**src/rtl/serial_adder_nbit.sv**
```systemverilog
// Bit-serial WIDTH-bit adder: one full-adder cell plus a carry flip-flop, LSB first,
// with a start/ready/done handshake and registered sum, carry-out and signed overflow.
//
// state | meaning
// IDLE  | ready=1, waiting for start; accepted start loads operands and carry-in
// RUN   | busy=1, one bit per clock through the full-adder cell
// DONE  | done=1 for one cycle, results valid; returns to IDLE unconditionally
module serial_adder_nbit #(
    parameter int WIDTH = 8
) (
    input  logic             clk,
    input  logic             rst,
    input  logic             start,
    input  logic [WIDTH-1:0] a,
    input  logic [WIDTH-1:0] b,
    input  logic             cin,
    output logic             ready,
    output logic             busy,
    output logic             done,
    output logic [WIDTH-1:0] sum,
    output logic             cout,
    output logic             overflow
);

    localparam int CW = $clog2(WIDTH) + 1;
    // Terminal count is WIDTH-1, so the counter never has to represent WIDTH itself.
    localparam logic [CW-1:0] LAST = CW'(WIDTH - 1);

    typedef enum logic [1:0] {
        IDLE = 2'd0,
        RUN  = 2'd1,
        DONE = 2'd2
    } state_t;

    state_t state, state_nxt;

    logic [WIDTH-1:0] a_sh;
    logic [WIDTH-1:0] b_sh;
    logic [WIDTH-1:0] res_sh;
    logic [WIDTH-1:0] res_nxt;
    logic [CW-1:0]    cnt;
    logic             c;
    logic             s_bit;
    logic             c_nxt;
    logic             last_bit;
    logic             accept;

    assign s_bit    = a_sh[0] ^ b_sh[0] ^ c;
    assign c_nxt    = (a_sh[0] & b_sh[0]) | (a_sh[0] & c) | (b_sh[0] & c);
    assign res_nxt  = {s_bit, res_sh[WIDTH-1:1]};
    assign last_bit = (cnt == LAST);

    always_ff @(posedge clk) begin
        if (rst) begin
            state <= IDLE;
        end else begin
            state <= state_nxt;
        end
    end

    always_comb begin
        state_nxt = state;
        ready     = 1'b0;
        busy      = 1'b0;
        done      = 1'b0;
        accept    = 1'b0;
        case (state)
            IDLE: begin
                ready = 1'b1;
                if (start) begin
                    accept    = 1'b1;
                    state_nxt = RUN;
                end
            end
            RUN: begin
                busy = 1'b1;
                if (last_bit) begin
                    state_nxt = DONE;
                end
            end
            DONE: begin
                done      = 1'b1;
                state_nxt = IDLE;
            end
            default: begin
                state_nxt = IDLE;
            end
        endcase
    end

    always_ff @(posedge clk) begin
        if (rst) begin
            a_sh     <= '0;
            b_sh     <= '0;
            res_sh   <= '0;
            cnt      <= '0;
            c        <= 1'b0;
            sum      <= '0;
            cout     <= 1'b0;
            overflow <= 1'b0;
        end else if (accept) begin
            a_sh <= a;
            b_sh <= b;
            c    <= cin;
            cnt  <= '0;
        end else if (state == RUN) begin
            a_sh   <= a_sh >> 1;
            b_sh   <= b_sh >> 1;
            c      <= c_nxt;
            res_sh <= res_nxt;
            cnt    <= cnt + 1'b1;
            if (last_bit) begin
                // c still holds the carry into the MSB on this edge
                sum      <= res_nxt;
                cout     <= c_nxt;
                overflow <= c ^ c_nxt;
            end
        end
    end

endmodule

```
**config.mk**
```make
export PLATFORM = sky130hd
export DESIGN_NAME = serial_adder_nbit
export DESIGN_NICKNAME = d
export VERILOG_FILES = /design/src/rtl/serial_adder_nbit.sv
export SDC_FILE = /design/constraint.sdc
export NUM_CORES = 1
export LEC_CHECK = 0
export BUFFER_PORTS_ARGS = -buffer_cell sky130_fd_sc_hd__buf_2
export CAP_MARGIN = 25
export CORE_UTILIZATION = 58
export CTS_BUF_LIST = sky130_fd_sc_hd__clkbuf_16
export DETAILED_ROUTE_END_ITERATION = 7
export PLACE_DENSITY = 0.82
export SKIP_CTS_REPAIR_TIMING = 1
export SLEW_MARGIN = 0
export SYNTH_ARGS = -nofsm -noshare
export SYNTH_HDL_FRONTEND = slang
export SYNTH_SLANG_ARGS = --single-unit
```
**constraint.sdc**
```tcl
create_clock -name clk -period 3.9 [get_ports clk]
set_input_delay 0.195 -clock clk [delete_from_list [all_inputs] [get_ports clk]]
set_output_delay 0.195 -clock clk [all_outputs]
set_load 0.01 [all_outputs]
```
==> flow_metrics.env, run 1 <==
export IMPL_fin_crit_sh_pct=56.0
export IMPL_drv_cap=0
export IMPL_numCtsBuffers=5
export IMPL_yosysWarnings=0
export IMPL_clock_path_buffers=2
export IMPL_routed_wl_um=3270
export IMPL_grt_pass1_vias=1337
export IMPL_slowest_stage="dfxtp_1"
export IMPL_firstDrtPassIters=4
export IMPL_io_pins=33
export IMPL_finalNetCount=245
export IMPL_htreeDepth=2
export IMPL_synth_top_cell_area_share_pct=46.9
export IMPL_p_leak_nw=0.764
export IMPL_slew_headroom_pct=50.4
export IMPL_peakVddDrop_v=0.000398
export IMPL_synth_area_per_cell_um2=8.45
export IMPL_whs_ps=152
export IMPL_dp_cells=247
export IMPL_vias=1420
export IMPL_crit_type="reg -> out"
export IMPL_drt_vias_per_instance=5.57
export IMPL_die_width_um=56.3
export IMPL_root_buffer="clkbuf_16"
export IMPL_power_density_nw_per_um2=499
export IMPL_synth_seq_cells=40
export IMPL_clock_sinks=40
export IMPL_clock_latency_ps=280
export IMPL_synthArstFlopShare_pct=0
export IMPL_ys_types=29
export IMPL_synth_most_common_cell="dfxtp_1"
export IMPL_synth_edf_count=0
export IMPL_synthTopCellsByArea="dfxtp_1 47%, a21oi_1 10%, nand2_1 6.2%, a211oi_1 4.8%, nor2_1 4.0%"
export IMPL_arrival_ps=1990
export IMPL_drcViolationCount=0
export IMPL_grt_pass1_wl_um=5680
export IMPL_grt_overflow=0
export IMPL_antenna_found_initial=0
export IMPL_row_count=19
export IMPL_ys_seq_area_share_pct=46.9
export IMPL_syn_cell_area_um2=1710
export IMPL_cpPeakStageDelay_ps=530
export IMPL_layout_cells_non_filler=255
export IMPL_die_y_um=56.3
export IMPL_track_usage_pct=22.6
export IMPL_drive_above_1_share_pct=21.0
export IMPL_hp_class="in -> reg"
export IMPL_area_growth_syn_to_layout_pct=15.6
export IMPL_num_antenna_cells=0
export IMPL_wl_per_cell_um=12.8
export IMPL_synthCells=202
export IMPL_place_hpwl_um=2140
export IMPL_start_kind="flip-flop"
export IMPL_regArea_um2=801
export IMPL_dieArea_um2=3170
export IMPL_grt_max_degree=39
export IMPL_tns_ps=0
export IMPL_io_buffers=32
export IMPL_outcome="finished, final reports clean"
export IMPL_setup_viol=0
export IMPL_clock_fmax_mhz=458
export IMPL_utilization_pct=71.0
export IMPL_gp_congestion=0.787
export IMPL_drtIter0Drc=97
export IMPL_crit_required_ps=3700
export IMPL_ff2ff_path_depth=4
export IMPL_yosysTopAreaCell="dfxtp_1"
export IMPL_worst_pin_slew_ps=744
export IMPL_crit_fanout=34
export IMPL_worstHoldPathCells=3
export IMPL_hold_violations=0
export IMPL_fin_crit_ps=2180
export IMPL_path_cells="nand2b_4 -> clkinv_2 -> buf_2"
export IMPL_clk_pin_slew_ps=60
export IMPL_cts_tree="yes"
export IMPL_core_area_um2=2780
export IMPL_finClkSkew_ps=2.89
export IMPL_multi_input_comb_area_um2=795
export IMPL_end_kind="primary output"
export IMPL_detail_route_antenna_nets=0
export IMPL_fillers=231
export IMPL_synthFlopType="dfxtp_1"
export IMPL_syn_nets=224
export IMPL_drv_slew=0
export IMPL_synth_common_cells="40 x dfxtp_1, 35 x a21oi_1, 28 x nand2_1"
export IMPL_start_util_pct=61.4
export IMPL_rsz0062_at_grt="no"
## state kept, by name, indices dropped and copies added, names as in the netlist
register / count
cout: 1
cnt: 4
overflow: 1
c: 1
b_sh: 8
res_sh: 7
state: 2
a_sh: 8
sum: 8
## cell type report
cell class,count,area share [%]
Clock buffer,5,6.34
Clock inverter,3,2.15
Inverter,3,0.634
Multi-Input combinational cell,141,40.2
Sequential cell,40,40.6
Tap cell,31,1.96
Timing Repair Buffer,32,8.11
## worst max-delay path: cells and delay by family, from the launching register on
family / cells / cell delay (ps)
buffers and inverters: 2 / 750
flip-flops: 1 / 530
AND/OR/NAND/NOR: 1 / 420
## logic make-up (layout without fill, tap and decap cells)
kind of cell / Yosys count / count (layout) / share of synthesized area, %
buffers and inverters: 21 / 43 / 6.59
AND/OR/NAND/NOR: 73 / 73 / 20.5
flip-flops: 40 / 40 / 46.9
adder cells (fa/ha/maj): 2 / 2 / 1.90
XOR/XNOR: 3 / 3 / 1.54
multiplexers: 1 / 1 / 0.586
AO/OA/AOI/OAI: 62 / 62 / 22.0
## power by group
group | switching [mW] | internal [mW]
combinational | 0.0551 | 0.0366
sequential | 0.0147 | 0.428
clock | 0.151 | 0.300
total | 0.221 | 0.765
## layer usage
layer / up-vias / GRT usage, % / share of wire [%]
li1: 740 / - / -
met1: 653 / 28.2 / 46
met2: 22 / 38.4 / 49
met3: 5 / 5.99 / 3.5
met4: 0 / 6.27 / 1.3
met5: - / 0 / 0
## through the flow
step / instance area [um2] / total power [mW] / worst slack, ps
finish: 1970 / 0.986 / 1720
detailed placement: 1810 / 0.542 / 2020
global placement: 1810 / 0.539 / 2080
global route: 1970 / 1.03 / 1560
floorplan: 1710 / 0.522 / 2550
CTS: 1970 / 0.996 / 1720
## worst paths after layout
path         startpoint  slack (ps)   endpoint
max            state[1]        1720       busy
min                b[7]         150    b_sh[7]
max reg2reg    state[1]        1990  res_sh[7]
min reg2reg     b_sh[7]         450    b_sh[6]
## cell usage in the layout (no fill, tap or decap), types with 2 or more instances in the layout
master     synthesis  routed
a211oi_1          11      11
a21oi_1           35      35
o221a_2            3       3
nand2_1           28      28
clkbuf_16          0       5
a211oi_2           2       2
nand3b_1           2       2
inv_1              2       2
nand3_1           12      12
nor3_1             4       4
buf_2              8      32
nor2b_1            3       3
o21ai_0           10      10
xnor2_1            2       2
nor2_1            18      18
dfxtp_1           40      40
No activity file was read; power rests on OpenSTA's default activity.
==> inputs of run 2 (changes only) <==
- ABC_AREA: default -> 1
- CORE_UTILIZATION: 58 -> 54
- PLACE_DENSITY: 0.82 -> 0.77
- clock period: 3.9 -> 2.21 ns (I/O delays scaled with it)
==> run 2 against run 1 <==
Clock skew fell by 0.88 ps; final area rose by 6.5%; non-clock buffer count rose by 1; synthesized area rose by 7.1%; first-iteration DRC count rose by 20%; synthesized cell count rose by 28%; sequential share of layout area fell by 2.5 points; wire length rose by 8.5%; setup slack got worse by 940 ps; critical path type is now reg -> reg.
==> flow_metrics.env, run 2 <==
export IMPL_layout_common_cells="78 x nand2_1, 40 x dfxtp_1, 36 x nand3_1"
export IMPL_fin_area_um2=2100
export IMPL_power_density_nw_per_um2=779
export IMPL_place_hpwl_um=2370
export IMPL_row_count=20
export IMPL_ys_seq_area_share_pct=43.8
export IMPL_p_leak_nw=1.06
export IMPL_track_usage_pct=23.4
export IMPL_finClkSkew_ps=2.01
export IMPL_clock_path_buffers=2
export IMPL_start_kind="flip-flop"
export IMPL_gp_congestion=0.776
export IMPL_end_kind="flip-flop"
export IMPL_synth_top_cell_area_share_pct=43.8
export IMPL_core_area_um2=3130
export IMPL_synthCells=258
export IMPL_detail_route_antenna_nets=0
export IMPL_grt_max_degree=21
export IMPL_grt_pass1_vias=1434
export IMPL_clock_fmax_mhz=698
export IMPL_drive_above_1_share_pct=17.1
export IMPL_cp_startpoint="state[0]"
export IMPL_vias=1626
export IMPL_area_growth_syn_to_layout_pct=14.9
export IMPL_peakVddDrop_v=0.000459
export IMPL_syn_cell_area_um2=1830
export IMPL_io_pins=33
export IMPL_synth_common_cells="78 x nand2_1, 40 x dfxtp_1, 36 x nand3_1"
export IMPL_syn_nets=280
export IMPL_clock_latency_ps=280
export IMPL_root_buffer="clkbuf_16"
export IMPL_hold_violations=0
export IMPL_synth_area_per_cell_um2=7.09
export IMPL_routed_wl_um=3540
export IMPL_setup_ws_ps=777
export IMPL_crit_fanout=15
export IMPL_synthFlopType="dfxtp_1"
export IMPL_tns_ps=0
export IMPL_ys_types=21
export IMPL_htreeDepth=2
export IMPL_final_common_cell="nand2_1"
export IMPL_numCtsBuffers=5
export IMPL_clk_pin_slew_ps=50
export IMPL_placed_area_um2=1960
export IMPL_grt_pass1_wl_um=6190
export IMPL_multi_input_comb_area_um2=853
export IMPL_firstDrtPassIters=4
export IMPL_drv_slew=0
export IMPL_yosysTopAreaCell="dfxtp_1"
export IMPL_fin_crit_sh_pct=64.8
export IMPL_rsz0062_at_grt="no"
export IMPL_die_y_um=60.2
export IMPL_synth_edf_count=0
export IMPL_synthArstFlopShare_pct=0
export IMPL_worst_pin_slew_ps=483
export IMPL_endpoint="cout"
export IMPL_layout_cells_non_filler=330
export IMPL_clock_sinks=40
export IMPL_synth_most_common_cell="nand2_1"
export IMPL_start_util_pct=58.5
export IMPL_slew_headroom_pct=67.8
export IMPL_rrSetupSlack_ps=780
export IMPL_reg_top3="a_sh (8), b_sh (8), sum (8)"
export IMPL_r2r_start="state[0]"
export IMPL_drv_cap=0
export IMPL_drcViolationCount=0
export IMPL_die_width_um=60.2
export IMPL_finalNetCount=307
export IMPL_setup_viol=0
export IMPL_yosysWarnings=0
export IMPL_outcome="finished, final reports clean"
export IMPL_place_ws_ps=774
export IMPL_antenna_found_initial=0
export IMPL_synthTopCellsByArea="dfxtp_1 44%, nand2_1 16%, nand3_1 9.8%, nor2_1 6.2%, a21oi_1 4.9%"
export IMPL_crit_type="reg -> reg"
export IMPL_wl_per_cell_um=10.7
export IMPL_synth_seq_cells=40
export IMPL_arrival_ps=1610
export IMPL_num_antenna_cells=0
export IMPL_fillers=292
export IMPL_cts_tree="yes"
export IMPL_drtIter0Drc=116
export IMPL_dieArea_um2=3620
export IMPL_hp_class="in -> reg"
export IMPL_ff2ff_path_depth=6
export IMPL_fin_crit_ps=1430
export IMPL_drt_vias_per_instance=4.93
export IMPL_r2r_end="cout"
export IMPL_io_buffers=32
export IMPL_dp_cells=322
export IMPL_crit_required_ps=2390
export IMPL_grt_overflow=0
export IMPL_regArea_um2=801
[run 2: kinds of logic after synthesis]
| kind of cell | share of synthesized area (%) |
|---|---|
| adders and majority gates | 1.78 |
| and+or+nand+nor | 35.4 |
| AOI/OAI and AO/OA | 8.00 |
| buffers and inverters | 9.58 |
| DFF | 43.8 |
| xor gates and xnor gates | 1.44 |
[run 2: area by class of cell]
| cell class | instances | share of cell area, % |
|---|---|---|
| Clock buffer | 5 | 5.95 |
| Clock inverter | 3 | 0.655 |
| Inverter | 23 | 4.11 |
| Multi-Input combinational cell | 182 | 40.6 |
| Sequential cell | 40 | 38.1 |
| Tap cell | 44 | 2.62 |
| Timing Repair Buffer | 33 | 7.98 |
[run 2: worst max-delay path, stage by stage (launching register included)]
cell and delay, ps:
dfxtp_1 410, buf_4 260, nand2_2 200, nor2_1 270, nand2_1 80, nand2_1 60
nor2_1 40
[run 2: per-layer routing]
layer  share of wire [%]  global-route usage [%]  vias up  wire (um)
li1                    -                       -      864          -
met1                  45                    28.5      713       1610
met2                  48                    37.0       41       1700
met3                 4.4                    6.06        8        156
met4                 2.4                    13.6        0         85
met5                   0                       0        -          0
[run 2: worst min-delay path by stage]
stage	startpoint	to	slack (ps)	depth (start not counted)
after global routing	a[7]	a_sh[7]	80	3
after floorplan	a[7]	a_sh[7]	250	2
after detailed placement	a[7]	a_sh[7]	360	3
after CTS	a[7]	a_sh[7]	70	3
final	a[7]	a_sh[7]	70	3
after global placement	b[7]	b_sh[7]	360	3
[run 2: metrics by stage]
stage	util, %	hold slack (ps)	power (mW)
floorplan	-	253	0.940
global placement	62.8	360	0.972
detailed placement	62.8	363	0.976
CTS	67.2	65.3	1.66
global route	67.2	83.8	1.72
finish	67.2	69.2	1.64
[run 2: report_power, final]
group          internal, mW  total (mW)  switching [mW]
combinational        0.0645       0.177           0.112
sequential            0.760       0.783          0.0234
clock                 0.409       0.677           0.268
total                  1.23        1.64           0.404
==> inputs of run 3 (changes only) <==
- ABC_AREA: 1 -> 0
- clock period: 2.21 -> 1.4 ns (I/O delays scaled with it)
==> run 3 against run 2 <==
Die area down 6.4%; wire length down 6.1%; register-to-register slack worse by 660 ps; highest routed layer unchanged; critical endpoint is now busy; via count down 8.4%; clock skew about the same; cell count down 15%; largest power group unchanged.
==> flow_metrics.env, run 3 (same netlist as run 1, synthesis figures left out) <==
export IMPL_outcome="finished, final reports clean"
export IMPL_peakVddDrop_v=0.000757
export IMPL_end_kind="primary output"
export IMPL_cts_tree="yes"
export IMPL_drv_slew=0
export IMPL_wl_per_cell_um=11.9
export IMPL_start_util_pct=56.4
export IMPL_pwr_share_seq_pct=47.5
export IMPL_hold_violations=0
export IMPL_netSwitchingFraction_pct=23.8
export IMPL_rsz0062_at_grt="no"
export IMPL_finClkSkew_ps=2.02
export IMPL_io_pins=33
export IMPL_routed_wl_um=3330
export IMPL_p_comb_share_pct=11.7
export IMPL_grt_max_degree=24
export IMPL_clkPwrFrac_pct=40.8
export IMPL_layout_common_cells="39 x dfxtp_1, 35 x a21oi_1, 32 x buf_2"
export IMPL_area_growth_syn_to_layout_pct=21.8
export IMPL_drcViolationCount=0
export IMPL_place_ws_ps=55.0
export IMPL_drive_above_1_share_pct=26.4
export IMPL_numCtsBuffers=5
export IMPL_crit_fanout=17
export IMPL_r2r_start="cnt[0]"
export IMPL_ff2ff_path_depth=5
export IMPL_p_leak_nw=0.820
export IMPL_place_hpwl_um=2200
export IMPL_setup_ws_ps=56.7
export IMPL_hp_class="in -> reg"
export IMPL_core_area_um2=3030
export IMPL_regArea_um2=802
export IMPL_grt_overflow=0
export IMPL_die_width_um=58.2
export IMPL_root_buffer="clkbuf_16"
export IMPL_slew_headroom_pct=75.9
export IMPL_clock_sinks=40
export IMPL_fin_crit_sh_pct=95.9
export IMPL_arrival_ps=1270
export IMPL_clock_path_buffers=2
export IMPL_totalPowerFinal_mw=2.59
export IMPL_grt_pass1_vias=1237
export IMPL_firstDrtPassIters=4
export IMPL_io_buffers=32
export IMPL_setup_viol=0
export IMPL_tns_ps=0
export IMPL_p_switching_mw=0.615
export IMPL_final_common_cell="dfxtp_1"
export IMPL_fillers=254
export IMPL_dieArea_um2=3390
export IMPL_num_antenna_cells=0
export IMPL_cpPeakStageDelay_ps=480
export IMPL_endpoint="busy"
export IMPL_multi_input_comb_area_um2=801
export IMPL_drtIter0Drc=62
export IMPL_slowest_stage="dfxtp_1"
export IMPL_path_cells="nand2b_4 -> clkinv_2 -> buf_12 -> buf_2"
export IMPL_r2r_end="sum[7]"
export IMPL_finalNetCount=257
export IMPL_track_usage_pct=21.8
export IMPL_row_count=20
export IMPL_crit_required_ps=1330
export IMPL_antenna_found_initial=0
export IMPL_crit_type="reg -> out"
export IMPL_start_kind="flip-flop"
export IMPL_fin_crit_ps=1340
export IMPL_cp_startpoint="state[0]"
export IMPL_clk_pin_slew_ps=50
export IMPL_internal_power_mw=1.97
export IMPL_grt_pass1_wl_um=5500
export IMPL_htreeDepth=2
export IMPL_clock_fmax_mhz=744
export IMPL_gp_congestion=0.813
export IMPL_rrSetupSlack_ps=120
export IMPL_die_y_um=58.2
export IMPL_drv_cap=0
export IMPL_power_density_nw_per_um2=1240
export IMPL_detail_route_antenna_nets=0
export IMPL_clock_latency_ps=280
export IMPL_drt_vias_per_instance=5.34
export IMPL_utilization_pct=68.7
export IMPL_vias=1490
export IMPL_worst_pin_slew_ps=361
export IMPL_reg_top3="a_sh (8), b_sh (8), sum (8)"
==> run 3: cell types whose count changed in the layout (fill, tap and decap cells not counted), sizes merged, moves of 3 or more <==
cell | previous run | this run
nor3 | 0 | 4
nor2 | 33 | 18
nor2b | 0 | 3
nand2 | 81 | 28
o221a | 0 | 3
nand3 | 36 | 12
a21oi | 18 | 35
inv | 23 | 3
a211oi | 0 | 13
buf | 33 | 44
==> run 3: final cells by class <==
class                      instances  share of cell area (%)
sequential                        40                    38.6
multi-input combinational        141                    38.5
timing repair buffer              44                    13.2
clock buffer                       5                    6.02
tap                               44                    2.65
inverter                           3                   0.602
clock inverter                     2                   0.421
==> run 3: how the worst min path moves through the flow <==
stage / start / to / cells after the start
2_1_floorplan: a[7] / a_sh[7] / 2
3_3_place_gp: a[7] / a_sh[7] / 3
3_5_place_dp: b[7] / b_sh[7] / 3
4_1_cts: b[7] / b_sh[7] / 3
5_1_grt: b[7] / b_sh[7] / 3
6_report: b[7] / b_sh[7] / 3
==> run 3: worst max-delay path: cells and delay by family (launching register included) <==
family,cells,cell delay [ps]
DFF,1,480
and+or+nand+nor,1,110
buffers and inverters,3,390
==> run 3: power by group through the flow <==
stage               clock [mW]  combinational, mW  sequential, mW
floorplan                    0              0.212            1.24
global placement             0              0.297            1.25
detailed placement           0              0.297            1.25
CTS                       1.08              0.301            1.23
global route              1.13              0.338            1.23
finish                    1.05              0.302            1.23
==> run 3: stage by stage <==
step,std cells,hold slack [ps],instance area (um2)
global placement,271,314,1930
floorplan,202,206,1710
global route,279,36.7,2080
CTS,278,23.3,2060
finish,279,30.6,2080
detailed placement,271,318,1930
==> run 3: metal layers <==
layer	wire (um)	vias to the layer above	track usage, %	share of wire, %
met1	1660	672	29.8	50
met5	0	-	0	0
met4	36	0	8.16	1.1
met2	1400	53	31.9	42
met3	235	4	7.37	7.1
li1	-	761	-	-
